--- config.mk ---
export PLATFORM = sky130hd
export DESIGN_NAME = header_insert_core
export DESIGN_NICKNAME = d
export VERILOG_FILES = /design/src/rtl/header_insert_core.sv
export SDC_FILE = /design/constraint.sdc
export NUM_CORES = 1
export LEC_CHECK = 0
export CORE_AREA = 3 3 105 132
export DETAILED_ROUTE_END_ITERATION = 8
export DIE_AREA = 0 0 108 135
export PLACE_DENSITY = 0.6
export SYNTH_ARGS = -nofsm -noshare
export SYNTH_HDL_FRONTEND = slang
export SYNTH_SLANG_ARGS = --single-unit
export TNS_END_PERCENT = 100
--- constraint.sdc ---
create_clock -name clk -period 3.7 [get_ports clk]
set_input_delay 0.555 -clock clk [delete_from_list [all_inputs] [get_ports clk]]
set_output_delay 0.555 -clock clk [all_outputs]
set_load 0.005 [all_outputs]
--- src/rtl/header_insert_core.sv ---
// -----------------------------------------------------------------------------
// header_insert_core
//
// Merges one header word in front of each AXI-Stream-style payload packet.
// Header bytes and payload bytes are packed contiguously, MSB-first, and the
// byte enables and last flag of the closing beat are recomputed. Outputs are
// combinational; the downstream skid buffer registers them.
//
// Ports:
//   clk, rst_n           clock, asynchronous active-low reset
//   valid_in/data_in/keep_in/last_in, ready_out
//                        payload stream in (byte B-1 is first in stream order)
//   valid_insert/data_insert/keep_insert, ready_insert
//                        header in, right-aligned (low S bytes valid)
//   valid_out/data_out/keep_out/byte_insert_cnt_out/last_out, ready_in
//                        merged stream out (keep contiguous from the MSB)
// -----------------------------------------------------------------------------
module header_insert_core #(
  parameter int DATA_WIDTH      = 32,
  parameter int DATA_BYTE_WIDTH = DATA_WIDTH / 8,
  parameter int BYTE_CNT_WD     = $clog2(DATA_BYTE_WIDTH)
) (
  input  logic                       clk,
  input  logic                       rst_n,
  input  logic                       valid_in,
  input  logic [DATA_WIDTH-1:0]      data_in,
  input  logic [DATA_BYTE_WIDTH-1:0] keep_in,
  input  logic                       last_in,
  output logic                       ready_out,
  input  logic                       valid_insert,
  input  logic [DATA_WIDTH-1:0]      data_insert,
  input  logic [DATA_BYTE_WIDTH-1:0] keep_insert,
  output logic                       ready_insert,
  output logic                       valid_out,
  output logic [DATA_WIDTH-1:0]      data_out,
  output logic [DATA_BYTE_WIDTH-1:0] keep_out,
  output logic [BYTE_CNT_WD-1:0]     byte_insert_cnt_out,
  output logic                       last_out,
  input  logic                       ready_in
);

  localparam int B  = DATA_BYTE_WIDTH;
  localparam int CW = $clog2(B + 1);              // counts 0..B
  localparam logic [CW:0] B_EXT = (CW + 1)'(B);

  typedef enum logic [1:0] {IDLE, STREAM, FLUSH} state_t;

  state_t                state;
  logic [DATA_WIDTH-1:0] residual;   // bytes carried into the next output beat
  logic [CW-1:0]         s_cnt;      // header bytes S
  logic [CW-1:0]         l_cnt;      // valid bytes L of an overflowing last beat
  logic                  run;        // header intake enabled after reset

  logic [CW-1:0]         l_cur;
  logic                  fits;
  logic [DATA_WIDTH-1:0] raw_data;
  logic [B-1:0]          keep_c;

  function automatic logic [CW-1:0] trailing_ones(input logic [B-1:0] k);
    logic [CW-1:0] n;
    logic          stop;
    n    = '0;
    stop = 1'b0;
    for (int i = 0; i < B; i++) begin
      if (!stop && k[i]) n = n + CW'(1);
      else               stop = 1'b1;
    end
    return n;
  endfunction

  function automatic logic [CW-1:0] leading_ones(input logic [B-1:0] k);
    logic [CW-1:0] n;
    logic          stop;
    n    = '0;
    stop = 1'b0;
    for (int i = B - 1; i >= 0; i--) begin
      if (!stop && k[i]) n = n + CW'(1);
      else               stop = 1'b1;
    end
    return n;
  endfunction

  // Top n byte enables set; n == B gives all ones.
  function automatic logic [B-1:0] top_mask(input logic [CW:0] n);
    return ~({B{1'b1}} >> n);
  endfunction

  assign l_cur = leading_ones(keep_in);
  // The closing payload bytes fit beside the S carried bytes in one beat.
  assign fits  = ({1'b0, l_cur} + {1'b0, s_cnt}) <= B_EXT;

  always_comb begin
    // NOTE: every signal gets a default before the case so no path leaves it
    // unassigned; otherwise synthesis infers a latch.
    ready_insert        = run && (state == IDLE);
    valid_out           = 1'b0;
    ready_out           = 1'b0;
    last_out            = 1'b0;
    keep_c              = '0;
    raw_data            = '0;
    byte_insert_cnt_out = '0;
    case (state)
      STREAM: begin
        valid_out           = valid_in;
        ready_out           = ready_in;
        byte_insert_cnt_out = s_cnt[BYTE_CNT_WD-1:0];
        raw_data            = (residual << (8 * (B - int'(s_cnt))))
                            | (data_in >> (8 * int'(s_cnt)));
        if (last_in && fits) begin
          keep_c   = top_mask({1'b0, l_cur} + {1'b0, s_cnt});
          last_out = 1'b1;
        end else begin
          keep_c = '1;
        end
      end
      FLUSH: begin
        valid_out           = 1'b1;
        byte_insert_cnt_out = s_cnt[BYTE_CNT_WD-1:0];
        raw_data            = residual << (8 * (B - int'(s_cnt)));
        keep_c              = top_mask(({1'b0, l_cnt} + {1'b0, s_cnt}) - B_EXT);
        last_out            = 1'b1;
      end
      default: ;
    endcase
  end

  // Bytes outside keep_out are driven to zero so stale residual or payload
  // filler never leaks downstream.
  always_comb begin
    data_out = '0;
    keep_out = keep_c;
    for (int i = 0; i < B; i++) begin
      data_out[8*i +: 8] = keep_c[i] ? raw_data[8*i +: 8] : 8'h00;
    end
  end

  always_ff @(posedge clk or negedge rst_n) begin
    if (!rst_n) begin
      state    <= IDLE;
      residual <= '0;
      s_cnt    <= '0;
      l_cnt    <= '0;
      run      <= 1'b0;
    end else begin
      // NOTE: non-blocking assignments so every flop samples pre-edge values.
      run <= 1'b1;
      case (state)
        IDLE: begin
          if (valid_insert && ready_insert) begin
            s_cnt    <= trailing_ones(keep_insert);
            // Only the low S bytes matter; the output shift discards the rest.
            residual <= data_insert;
            state    <= STREAM;
          end
        end
        STREAM: begin
          if (valid_in && ready_in) begin
            residual <= data_in;
            if (last_in) begin
              if (fits) begin
                state <= IDLE;
              end else begin
                l_cnt <= l_cur;
                state <= FLUSH;
              end
            end
          end
        end
        FLUSH: begin
          if (ready_in) state <= IDLE;
        end
        default: state <= IDLE;
      endcase
    end
  end

endmodule

==> flow_metrics.py <==
metrics = {
    "placed_design": {
        "gp_congestion": 0.909,
        "place_area_um2": 5290,
        "io_buffers": 119,
        "hpwl_um": 10900,
        "preCtsSetupSlack_ns": -0.719,
    },
    "layout": {
        "final_core_util": 0.439,
        "nNetsFinal": 688,
        "design_area_um2": 5580,
        "syn_to_final_growth_pct": 47.0,
        "fillers": 1250,
        "multiInputGateArea_um2": 2660,
        "drive_above_1_share": 0.187,
        "seqCellArea_um2": 1030,
        "num_antenna_cells": 0,
    },
    "route": {
        "drc": 0,
        "firstDrtPassIters": 5,
        "drt_wl_total_um": 14700,
        "via_count": 4023,
        "drtAntennaViolNets": 0,
        "dr.first_iter.drc_count": 200,
        "vias_per_cell": 5.27,
        "routedWlPerCell_um": 19.2,
    },
    "floorplanning": {
        "io_pins": 120,
        "die_x_um": 108,
        "die_y_um": 135,
        "fp.dieArea_um2": 14600,
        "initial_core_util": 0.298,
        "rows": 46,
        "design.core.area_um2": 12700,
    },
    "global_routing": {
        "grt_pass1_wl_um": 22400,
        "antenna_found_initial": 0,
        "overflow": 0,
        "grt_max_degree": 65,
        "grtUsageTotal": 0.198,
        "grt_pass1_vias": 4181,
    },
    "clock_tree": {
        "cts_tree": "built",
        "clk_pin_slew_worst_paths_ns": 0.06,
        "root_buffer": "clkbuf_16",
        "h-tree-depth": 2,
        "cts.path.max_buffers": 2,
        "worstSkewPairLatency_ns": 0.29,
        "cts_made_buffers": 5,
        "clkSinkCount": 41,
    },
    "synthesis": {
        "syn_area_um2": 3790,
        "syn-num-nets": 547,
        "synthArstFlopShare": 1.00,
        "avgSynthCellArea_um2": 8.38,
        "yosysTopAreaCellShare": 0.270,
        "yosys.area.top_type": "dfrtp_1",
        "synth_seq_cells": 41,
        "seq_area_frac_synth": 0.270,
        "netlist_instances": 453,
        "yosysWarnings": 0,
        "synth.area.top_cells": "dfrtp_1 (27%), mux2i_1 (19%), a21oi_1 (7.0%)",
        "yosysUniqueCellTypes": 53,
        "ys.flop_type": "dfrtp_1",
        "synth_edf_count": 0,
    },
    "job": {
        "maxCapViolations": 0,
    },
    "timing": {
        "fin_skew_ns": 0.00303,
        "min_period_ns": 3.58,
        "finalSetupViolations": 0,
        "worst_pin_slew_ns": 0.637,
        "period_share": 0.967,
        "timing.hold.ws_ns": 0.274,
        "hold_viol": 0,
        "rsz0062_at_grt": "no",
        "clock.fmax_mhz": 280,
        "maxSlewViolCount": 0,
        "setup_slack_ns": 0.124,
        "slew_headroom": 0.575,
    },
    "worst_setup_path": {
        "start_kind": "input pin",
        "required_ns": 3.14,
        "worstPathMaxFanout": 3,
        "arrival_ns": 3.02,
        "cp-end-kind": "primary output",
        "critical_path_class": "in2out",
    },
    "power": {
        "sw_frac_of_total": 0.462,
        "p_clk_frac": 0.107,
        "p_int_mw": 2.30,
        "p_seq_frac": 0.198,
        "vdd_drop_max_v": 0.000449,
        "p_leak_nw": 2.48,
        "p_switching_mw": 1.98,
        "power_frac_comb": 0.695,
        "cellPowerDensity_nw_per_um2": 766,
    },
    "outcome": {
        "status": "complete, no violations",
    },
    "min_path": {
        "hold_class": "in2async",
    },
}
## cell families after synthesis
logic type / after synthesis / synth area share
buf+inv: 48 / 0.0521
mux: 77 / 0.204
simple gates: 129 / 0.153
fa+ha+maj: 16 / 0.0567
xor+xnor: 4 / 0.00923
flops: 41 / 0.270
other cells: 1 / 0.000988
compound gates: 137 / 0.254
## registers in the layout (all words and copies together) (netlist names)
signal and count:
residual 32, s_cnt 3, l_cnt 3, state 2, run 1
## synthesized netlist by cell type, drive strengths merged, types with 5 or more instances
cell type and number:
inv 19, o21ai 5, nand2 44, buf 17
o211ai 8, o22ai 8, a21oi 53, or2 8
dfrtp 41, o2bb2ai 8, ha 14, and2 8
mux2i 73, nand2b 5, a22oi 17, nor2 52
a32oi 8, clkbuf 11, o22a 8
## critical path, cell delays in order
cell and delay (ns):
buf_4 0.13, a21boi_4 0.14, ha_4 0.22, inv_4 0.05, a31oi_4 0.08, fa_2 0.37
or4b_4 0.54, o311a_4 0.18, o31ai_4 0.33, buf_6 0.16, buf_6 0.09, nor2_1 0.03
buf_2 0.13
## placed cells by master, fill, tap and decap left out, drive strengths merged, types with 3 or more instances in the layout
cell type / Yosys / final
xor2: 3 / 3
o211ai: 8 / 8
nand3: 4 / 4
a21boi: 4 / 4
clkbuf: 11 / 7
o2bb2ai: 8 / 8
buf: 17 / 68
a21o: 4 / 4
o21ai: 5 / 5
o22a: 8 / 8
ha: 14 / 14
a22oi: 17 / 17
a21oi: 53 / 53
o22ai: 8 / 8
dfrtp: 41 / 41
nor2: 52 / 52
a31oi: 3 / 3
a211oi: 3 / 3
inv: 19 / 19
dlygate4sd2: 0 / 8
or2: 8 / 8
clkdlybuf4s15: 0 / 8
nand2b: 5 / 5
mux2: 4 / 4
nand2: 44 / 44
mux2i: 73 / 73
a32oi: 8 / 8
and2: 8 / 8
clkdlybuf4s50: 0 / 78
## layer usage
| layer | GRT usage | up-vias | wire length (um) |
|---|---|---|---|
| met4 | 0.0681 | 0 | 399 |
| met3 | 0.0316 | 26 | 825 |
| met2 | 0.357 | 152 | 7580 |
| met1 | 0.237 | 1912 | 5860 |
| li1 | - | 1933 | - |
| met5 | 0 | - | 0 |
## power by group through the flow
stage               sequential [mW]  combinational [mW]  clock (mW)
CTS                           0.841                2.96       0.460
floorplan                     0.770                1.83           0
detailed placement            0.850                2.85           0
global placement              0.846                2.82           0
finish                        0.847                2.97       0.457
global route                  0.860                3.23       0.482
## cell type report
type	instances	share of cell area
Multi-Input combinational cell	364	0.476
Timing Repair Buffer	162	0.261
Sequential cell	41	0.184
Tap cell	168	0.0377
Clock buffer	7	0.0256
Inverter	20	0.0139
Clock inverter	1	0.00135
## repair_timing
item                                    in CTS  in global routing
setup buffers                               14                  0
pin swaps                                   12                  7
gates resized for setup                    133                 20
cloned                                       3                  0
hold buffers                                 0                  0
endpoints found under the setup margin      37                 37
## worst paths after layout
path | from | to | slack (ns) | depth (start not counted)
worst max-delay path | keep_in[2] | data_out[10] | 0.12 | 13
worst min-delay path | rst_n | residual[16] | 0.27 | 1
worst max register to register | state[1] | residual[4] | 1.29 | 8
worst min register to register | l_cnt[2] | l_cnt[2] | 0.51 | 1
max in group asynchronous | rst_n | residual[17] | 2.72 | 2
min in group clk | l_cnt[2] | l_cnt[2] | 0.51 | 1
## stage by stage
| stage | instances | power [mW] | setup TNS (ns) |
|---|---|---|---|
| final | 763 | 4.27 | 0 |
| after global routing | 763 | 4.58 | 0 |
| after CTS | 764 | 4.26 | 0 |
| after detailed placement | 739 | 3.70 | -22.49 |
| after global placement | 739 | 3.66 | -21.19 |
| after floorplan | 453 | 2.60 | 0 |
(Power assumes the default switching activity.)
